File: config.mk
export PLATFORM = sky130hd
export DESIGN_NAME = tick_prescaler
export DESIGN_NICKNAME = d
export VERILOG_FILES = /design/src/rtl/counter_pkg.sv /design/src/rtl/tick_prescaler.sv
export SDC_FILE = /design/constraint.sdc
export NUM_CORES = 1
export LEC_CHECK = 0
export BUFFER_PORTS_ARGS = -buffer_cell sky130_fd_sc_hd__buf_4
export CAP_MARGIN = 20
export CORE_UTILIZATION = 56
export DETAILED_ROUTE_END_ITERATION = 12
export PLACE_DENSITY = 0.94
export SYNTH_ARGS = -nofsm -noshare
export SYNTH_HDL_FRONTEND = slang
export SYNTH_SLANG_ARGS = --single-unit
File: constraint.sdc
create_clock -name clk -period 4.2 [get_ports clk]
set_clock_uncertainty 0.2 [all_clocks]
set_input_delay 0.84 -clock clk [delete_from_list [all_inputs] [get_ports clk]]
set_output_delay 0.84 -clock clk [all_outputs]
set_load 0.02 [all_outputs]
File: src/rtl/counter_pkg.sv
// Shared types for the counter block and its tick_prescaler front end.
// Prescaler state enum and the default counter width.
package counter_pkg;

  localparam int COUNTER_WIDTH_DEFAULT = 16;

  typedef enum logic [1:0] {
    IDLE = 2'd0,
    RUN  = 2'd1,
    DONE = 2'd2
  } presc_state_t;

endpackage

File: src/rtl/tick_prescaler.sv
// Loadable clock prescaler producing a one-cycle tick every div+1 enabled cycles.
// Optional one-shot mode (oneshot port, DONE state) via TICK_PRESCALER_ONESHOT_EN.
module tick_prescaler
  import counter_pkg::*;
#(
  parameter int          WIDTH     = COUNTER_WIDTH_DEFAULT,
  parameter int unsigned DIV_RESET = 0
) (
  input  logic             clk,
  input  logic             rst_n,
  input  logic             en,
  input  logic             load,
  input  logic [WIDTH-1:0] div_value,
`ifdef TICK_PRESCALER_ONESHOT_EN
  input  logic             oneshot,
`endif
  output logic             tick,
  output logic             busy,
  output logic [WIDTH-1:0] phase
);

  presc_state_t     state, state_d;
  logic [WIDTH-1:0] div_reg, div_d;
  logic [WIDTH-1:0] cnt, cnt_d;
  logic             tick_d;

  always_ff @(posedge clk) begin
    if (!rst_n) begin
      state   <= IDLE;
      div_reg <= WIDTH'(DIV_RESET);
      cnt     <= '0;
      tick    <= 1'b0;
    end else begin
      state   <= state_d;
      div_reg <= div_d;
      cnt     <= cnt_d;
      tick    <= tick_d;
    end
  end

  always_comb begin
    state_d = state;
    div_d   = div_reg;
    cnt_d   = cnt;
    tick_d  = 1'b0;
    if (load) begin
      div_d   = div_value;
      cnt_d   = '0;
      state_d = en ? RUN : IDLE;
    end else begin
      case (state)
        // Count on the IDLE->RUN edge too, so a pause of K cycles costs K.
        IDLE, RUN: begin
          if (en) begin
            state_d = RUN;
            if (cnt == div_reg) begin
              cnt_d  = '0;
              tick_d = 1'b1;
`ifdef TICK_PRESCALER_ONESHOT_EN
              if (oneshot) state_d = DONE;
`endif
            end else begin
              cnt_d = cnt + 1'b1;
            end
          end else begin
            state_d = IDLE;
          end
        end
`ifdef TICK_PRESCALER_ONESHOT_EN
        DONE: begin
          if (!en) state_d = IDLE;
        end
`endif
        default: state_d = IDLE;
      endcase
    end
  end

  assign busy  = (state == RUN);
  assign phase = cnt;

endmodule

==> metrics, run 1 <==
status finished clean; antenna violations before repair 0; worst-case reg-to-reg path depth 5; Yosys Warn Count 0; kind of end point of the critical path flop; DR iter-0 viols 16; Sinks on Clock Net 34; Net Switching between 100 and 150 uW; vias in the first global route around 1200; crit path cell chain xor2_1 -> nor4_2 -> nand2_1 -> o31ai_4 -> nor2_1; number of gates resized after cts 0; root buf cell clkbuf_4; Worst Hold Path Cells 2; row count 18; DP Cell Count around 220; Top Ports 38; post-CTS setup buffers 0; Setup violations, final 0; hold endpoint div_reg[3]; Antenna Violating Nets Remaining 0; Crit Reg-Reg Endpoint phase[5]; Cell Int Power 448 uW; flop2flop setup slack 2.08 ns; Fmax achieved around 470 MHz; overflow left after global routing 0; share of power burned in registers about 58%; share of flip-flops with an asynchronous set or reset 0%; core area roughly 2500 sq um; critical path peak fanout 16; crit path launch type flop; Hold WC Path Type flop to flop; DP Worst Slack roughly 2.0 ns; Final GP Congestion between 0.8 and 0.9; Post-synth top flop dfxtp_1; DR DRC count 0; hold path start div_reg[3]; WP data required between 4 and 5 ns; wire length on met2 between 1500 and 2000 um; sequential-to-total area share from yosys stat a little over two fifths; clk buf depth 2; Final TNS setup 0 ns; synthesized area 1550 sq um; FF-to-FF Start phase[9]; HPWL after detailed placement ~2500 um; # hold bufs at CTS 0; final hold vios 0; post-synth top area share a little over two fifths; Post-Syn Instances 157; wire length per cell about 14 um; fin. max-slew vios 0; Rel. slew slack a little under three fifths; Net Sw Frac between 20% and 30%; post-synth top area cell dfxtp_1; Detailed Routing Iterations Pass 1 4; Layout Nets between 200 and 250; Final Cell Area between 1500 and 2000 sq um; wire length on met3 182 um; VDD IR max 0.278 mV; Final Worst Setup Slack around 2.1 ns; die area approximately 3000 sq um; Starting Density approximately three fifths; worst path arrival time 2.12 ns; Num CTS Buffers 5; largest net degree at the start of global routing 20; Avg Inst Size Synth 9.86 sq um; syn nets ~180; unique cell type count in the Yosys netlist 22; post-layout minimum cycle time ~2.1 ns; die width about 55 um; max cap viols 0; Post-synth EDFFs 0; highest cell delay on the worst timing path roughly 0.60 ns; worst path bufs/invs 0; top area cells in the synthesized netlist dfxtp_1, mux2i_1, xor2_1; final cell count without fillers roughly 230; max layer used met4; post-synthesis sequential element count 34; Vias ~1200; Final Cycle Share about half; Pleak ~0.82 nW; Avg Vias per Cell 5.36; RSZ-0062 raised after global routing false; Power Total 591 uW; # port buffers 37; wire length of the first global-routing pass around 5000 um; CP max stage cell o31ai_4; Syn-to-layout area delta 21.7%; kind of critical path flop to flop; count leader, synth dfxtp_1; WL final 3220 um; Worst-Skew Late Latency 0.34 ns; Die Span Y about 55 um; Commonest cells post-synth dfxtp_1, nor2_1, mux2i_1, nor2b_1, xor2_1; Antenna Cells 0; Clock transition at path regs approximately 0.1 ns; H-Tree Depth 2; TritonCTS clock tree built; part of the power in the clock network between 30% and 40%; combinational share of power between 10% and 20%; CP top delay family compound AO/OA/AOI/OAI gates; GRT Total Usage 25.7%; Worst-Margin Slew around 0.64 ns; wl on met1 ~1400 um; layout cells sized above 1 24.0%; Pwr Density 314 nW/um^2; placed instance area ~1800 sq um
==> logic make-up after synthesis <==
kind of cell | Yosys count | share of synthesized area [%]
AND/OR/NAND/NOR | 67 | 22.8
AO/OA/AOI/OAI | 1 | 1.37
XOR/XNOR | 31 | 17.5
adder cells (fa/ha/maj) | 1 | 0.808
buffers and inverters | 6 | 2.51
flip-flops | 34 | 44.0
multiplexers | 17 | 11.0
==> per-stage QoR <==
step / utilization, % / hold WS, ns
floorplan: - / 0.303
global placement: 71.7 / 0.321
detailed placement: 71.7 / 0.326
CTS: 74.0 / 0.339
global route: 74.0 / 0.369
finish: 74.0 / 0.336
==> per-layer routing <==
layer / track usage, % / up-vias
li1: - / 603
met1: 27.7 / 570
met2: 44.9 / 34
met3: 6.67 / 4
met4: 14.5 / 0
met5: 0 / -
==> worst max-delay path by stage <==
stage / to / cells after the start / from
CTS: phase[5] / 5 / phase[9]
finish: phase[5] / 5 / phase[9]
global route: phase[14] / 5 / phase[11]
global placement: phase[15] / 5 / en
detailed placement: phase[15] / 5 / en
floorplan: phase[15] / 5 / en
==> worst min-delay path: cells and delay by family (launching register included) <==
family / cells / cell delay [ns]
muxes: 1 / 0.12
and+or+nand+nor: 1 / 0.05
DFF: 1 / 0.33
==> power groups by stage <==
stage	Sequential [mW]	Combinational, mW	Clock (mW)
after global routing	0.342	0.0691	0.210
after CTS	0.341	0.0634	0.193
final	0.341	0.0629	0.187
after detailed placement	0.348	0.0631	0
after floorplan	0.348	0.0402	0
after global placement	0.348	0.0600	0
==> layout by cell type (no fill, tap or decap), drive strengths merged, types with 2 or more instances in the layout <==
cell	n
nand4	6
nor2	20
clkbuf	7
nand3	2
nand2	9
nor2b	17
dfxtp	34
xor2	17
xnor2	14
nor3	4
buf	37
nor4	5
mux2i	17
==> area by class of cell <==
type                            count  area [sq um]
Tap cell                           30          37.5
Timing Repair Buffer               37           278
Clock buffer                        7          55.1
Fill cell                         195           661
Sequential cell                    34           681
Multi-Input combinational cell    117           828
Clock inverter                      1          5.00
Power figures use the tool's default switching activity.
==> run 2: changes to the inputs <==
CORE_UTILIZATION = 47   (was 56)
PLACE_DENSITY = 0.85   (was 0.94)
clock period = 1.9 ns   (was 4.2 ns; I/O delays follow)
==> metrics, run 2 (synthesized netlist as in run 1, its figures left out) <==
most common cell after layout, fill and taps aside buf_4; Die Span Y 59.4 um (+8.8%); WL final 3500 um (+8.8%); placed instance area 1940 sq um (+6.3%); DR iter-0 viols 34 (+18); Starting Density 50.3% (-11 points); kind of critical path flop to flop; H-Tree Depth 2 (unchanged); Clock transition at path regs 0.10 ns (about the same); VDD IR max 0.402 mV (+44%); DP Cell Count 245 (+12%); DP Worst Slack 0.0553 ns (-1.98 ns); HPWL after detailed placement 2580 um (+4.8%); most frequent cells in the layout buf_4, dfxtp_1, nor2_1; die area 3530 sq um (+18%); crit path cell chain xor2_1 -> nor4_2 -> nand4_1 -> o31ai_4 -> buf_6 -> nor2_1; Final Cell Area 2010 sq um (+6.7%); layout cells sized above 1 30.3% (+6.3 points); Antenna Violating Nets Remaining 0 (unchanged); kind of end point of the critical path flop; overflow left after global routing 0 (unchanged); RSZ-0062 raised after global routing true; worst path bufs/invs 1 (+1); vias in the first global route 1218 (+3.9%); Detailed Routing Iterations Pass 1 4 (unchanged); wire length on met2 1810 um (+10%); TritonCTS clock tree built; highest cell delay on the worst timing path 0.34 ns (-0.26 ns); fin. max-slew vios 0 (unchanged); final cell count without fillers 252 (+12%); Worst-Margin Slew 0.310 ns (-0.334 ns); max layer used met4; Setup violations, final 0 (unchanged); # hold bufs at CTS 0 (unchanged); wire length on met3 175 um (-3.8%); wire length per cell 13.9 um (-2.5%); Top Ports 38 (unchanged); wl on met1 1470 um (+8.3%); CP top delay family simple AND/OR/NAND/NOR gates; final hold vios 0 (unchanged); wire length of the first global-routing pass 5440 um (+6.3%); Worst-Skew Late Latency 0.34 ns (about the same); largest net degree at the start of global routing 20 (unchanged); Final Cycle Share 96.5% (+46 points); Final TNS setup 0 ns (unchanged); Hold WC Path Type primary input to flop; worst path arrival time 1.86 ns (-0.26 ns); GRT Total Usage 21.7% (-4.0 points); clk buf depth 2 (unchanged); critical path peak fanout 15 (-1); Rel. slew slack 79.3% (+22 points); post-layout minimum cycle time 1.83 ns (-0.289 ns); Fmax achieved 545 MHz (+16%); row count 20 (+2); crit path launch type flop; Num CTS Buffers 5 (unchanged); Pwr Density 645 nW/um^2 (+110%); Sinks on Clock Net 34 (unchanged); max cap viols 0 (unchanged); die width 59.4 um (+8.8%); Layout Nets 230 (+6.5%); # port buffers 37 (unchanged); Pleak 0.889 nW (+8.6%); Final GP Congestion 0.843 (+3.0%); root buf cell clkbuf_4; antenna violations before repair 0 (unchanged); status finished clean; Vias 1258 (+3.9%); core area 3080 sq um (+21%); DR DRC count 0 (unchanged); CP max stage cell dfxtp_1; Syn-to-layout area delta 29.9%; Avg Vias per Cell 4.99 (-6.8%); Antenna Cells 0 (unchanged); WP data required 1.92 ns (-2.28 ns); Final Worst Setup Slack 0.0665 ns (-2.01 ns)
[run 2: worst register-to-register path, cell delays in order (launching register included)]
cell,delay (ns)
dfxtp_1,0.34
xor2_1,0.16
nor4_2,0.32
nand4_1,0.21
o31ai_4,0.24
buf_6,0.20
nor2_1,0.07
[run 2: layer usage]
metal	GRT usage (%)	up-vias
li1	-	625
met1	24.0	592
met2	39.3	37
met3	7.42	4
met4	5.10	0
met5	0	-
[run 2: through the flow]
step	hold WS [ns]	power (mW)	util, %
final	0.0981	1.30	65.3
after global routing	0.0964	1.34	65.3
after CTS	0.0905	1.29	64.7
after detailed placement	0.327	0.913	63.0
after global placement	0.320	0.906	63.0
after floorplan	0.303	0.857	-
[run 2: cell type report]
cell class / instances / area, sq um
Fill cell: 262 / 1070
Sequential cell: 34 / 682
Multi-Input combinational cell: 117 / 836
Timing Repair Buffer: 51 / 387
Tap cell: 44 / 55.1
Clock buffer: 6 / 51.3
[run 2: repair_timing]
action | CTS | global route
resized for setup | 0 | 4
setup buffers | 0 | 1
endpoints found under the hold margin | 0 | 0
setup endpoints to repair | 0 | 15
[run 2: final timing paths]
check / start / endpoint / slack, ns / depth (start not counted)
setup reg to reg: phase[11] / phase[0] / 0.07 / 6
hold reg to reg: div_reg[11] / div_reg[11] / 0.34 / 2
hold / removal: div_value[13] / div_reg[13] / 0.1 / 3
setup / recovery: phase[11] / phase[0] / 0.07 / 6
[run 2: power by group]
group          switching (mW)  total [mW]  internal, mW
clock                   0.225       0.392         0.167
sequential             0.0166       0.752         0.735
combinational          0.0693       0.152        0.0831
total                   0.311        1.30         0.985
==> run 3: changes to the inputs <==
CORE_UTILIZATION = 56   (was 47)
PLACE_DENSITY = 0.94   (was 0.85)
clock period = 2.3 ns   (was 1.9 ns; I/O delays follow)
==> metrics, run 3 (synthesized netlist as in run 1, its figures left out) <==
status finished clean; wire length per cell 14.7 um (+5.9%); # hold bufs at CTS 0 (unchanged); Num CTS Buffers 5 (unchanged); Pwr Density 549 nW/um^2 (-15%); Die Span Y 54.6 um (-8.1%); Worst-Margin Slew 0.355 ns (+0.0447 ns); WL final 3350 um (-4.2%); Clock transition at path regs 0.09 ns (about the same); HPWL after detailed placement 2500 um (-3.0%); GRT met3 Usage 9.44% (+2.0 points); Antenna Cells 0 (unchanged); layout cells sized above 1 24.2% (-6.0 points); vias in the first global route 1145 (-6.0%); post-layout minimum cycle time 1.90 ns (+0.0682 ns); worst path arrival time 1.93 ns (+0.07 ns); DR iter-0 viols 32 (-5.9%); root buf cell clkbuf_4; crit path launch type flop; die width 54.6 um (-8.1%); Layout Nets 219 (-4.8%); WP data required 2.33 ns (+0.41 ns); wire length of the first global-routing pass 5290 um (-2.9%); DP Worst Slack 0.410 ns (+0.355 ns); Net Sw Frac 24.4% (+0.39 points); TritonCTS clock tree built; kind of end point of the critical path flop; Worst-Skew Late Latency 0.34 ns (about the same); GRT Total Usage 26.7% (+5.0 points); max cap viols 0 (unchanged); DP Cell Count 221 (-9.8%); final hold vios 0 (unchanged); Final TNS setup 0 ns (unchanged); largest net degree at the start of global routing 20 (unchanged); most frequent cells in the layout buf_4, dfxtp_1, nor2_1; VDD IR max 0.455 mV (+13%); Rel. slew slack 76.3% (-3.0 points); critical path peak fanout 16 (+1); Avg Vias per Cell 5.44 (+8.9%); DR DRC count 0 (unchanged); final cell count without fillers 228 (-9.5%); most common cell after layout, fill and taps aside buf_4; Antenna Violating Nets Remaining 0 (unchanged); kind of critical path flop to flop; die area 2980 sq um (-16%); Hold WC Path Type primary input to flop; row count 18 (-10%); Fmax achieved 526 MHz (-3.6%); Sinks on Clock Net 34 (unchanged); Detailed Routing Iterations Pass 1 4 (unchanged); met1 Resource Use GR 29.1% (+5.0 points); combinational share of power 11.3% (-0.5 points); Top Ports 38 (unchanged); part of the power in the clock network 28.8% (-1.4 points); Pleak 0.823 nW (-7.3%); overflow left after global routing 0 (unchanged); gr busiest metal met2; Net Switching 254 uW (-19%); Setup violations, final 0 (unchanged); Final GP Congestion 0.795 (-5.8%); Final Cycle Share 82.7% (-14 points); clk buf depth 2 (unchanged); fin. max-slew vios 0 (unchanged); Cell Int Power 786 uW (-20%); Vias 1240 (-1.4%); H-Tree Depth 2 (unchanged); Final Worst Setup Slack 0.398 ns (+0.332 ns); met2 Usage GRT 46.7% (+7.4 points); # port buffers 37 (unchanged); core area 2540 sq um (-17%); antenna violations before repair 0 (unchanged); share of power burned in registers 59.9% (+1.9 points); Syn-to-layout area delta 22.2%; Starting Density 60.8% (+11 points); RSZ-0062 raised after global routing false; post-CTS setup buffers 0 (unchanged); number of gates resized after cts 0 (unchanged)
[run 3: path summary, 6_finish.rpt]
path              slack [ns]    startpoint  cells past startpoint          to
setup / recovery        0.40     phase[11]                      6   phase[13]
hold / removal          0.17  div_value[8]                      3  div_reg[8]
setup reg to reg        0.40     phase[11]                      6   phase[13]
hold reg to reg         0.34    div_reg[5]                      2  div_reg[5]
[run 3: per-stage QoR]
stage          instance area [sq um]  total power [mW]  hold WS (ns)  utilization, %
2_1_floorplan                   1550             0.708         0.303               -
3_3_place_gp                    1850             0.746         0.321            72.6
3_5_place_dp                    1850             0.754         0.324            72.6
4_1_cts                         1890              1.05         0.173            74.3
5_1_grt                         1890              1.09         0.168            74.3
6_report                        1890              1.04         0.173            74.3
[run 3: worst max-delay path: stages (launching register included)]
cell and delay (ns):
dfxtp_1 0.45, xor2_1 0.11, nor4_1 0.27, nand4_1 0.22
o31ai_4 0.21, buf_4 0.25, nor2_1 0.08
[run 3: metal layers]
metal / part of all wire (%) / vias up
met2: 52 / 48
met5: 0 / -
li1: - / 608
met4: 2.3 / 0
met3: 6.3 / 10
met1: 40 / 574
[run 3: power by group through the flow]
stage          combinational, mW  clock, mW  sequential (mW)
2_1_floorplan             0.0734          0            0.635
3_3_place_gp               0.111          0            0.635
3_5_place_dp               0.117          0            0.637
4_1_cts                    0.118      0.307            0.623
5_1_grt                    0.127      0.333            0.625
6_report                   0.117      0.299            0.623
[run 3: area by class of cell]
cell class	count	area, sq um
flip-flops and latches	34	681
clock buffers	7	45.0
well taps	30	37.5
repair buffers	40	300
fillers	201	653
multi-input cells	117	828
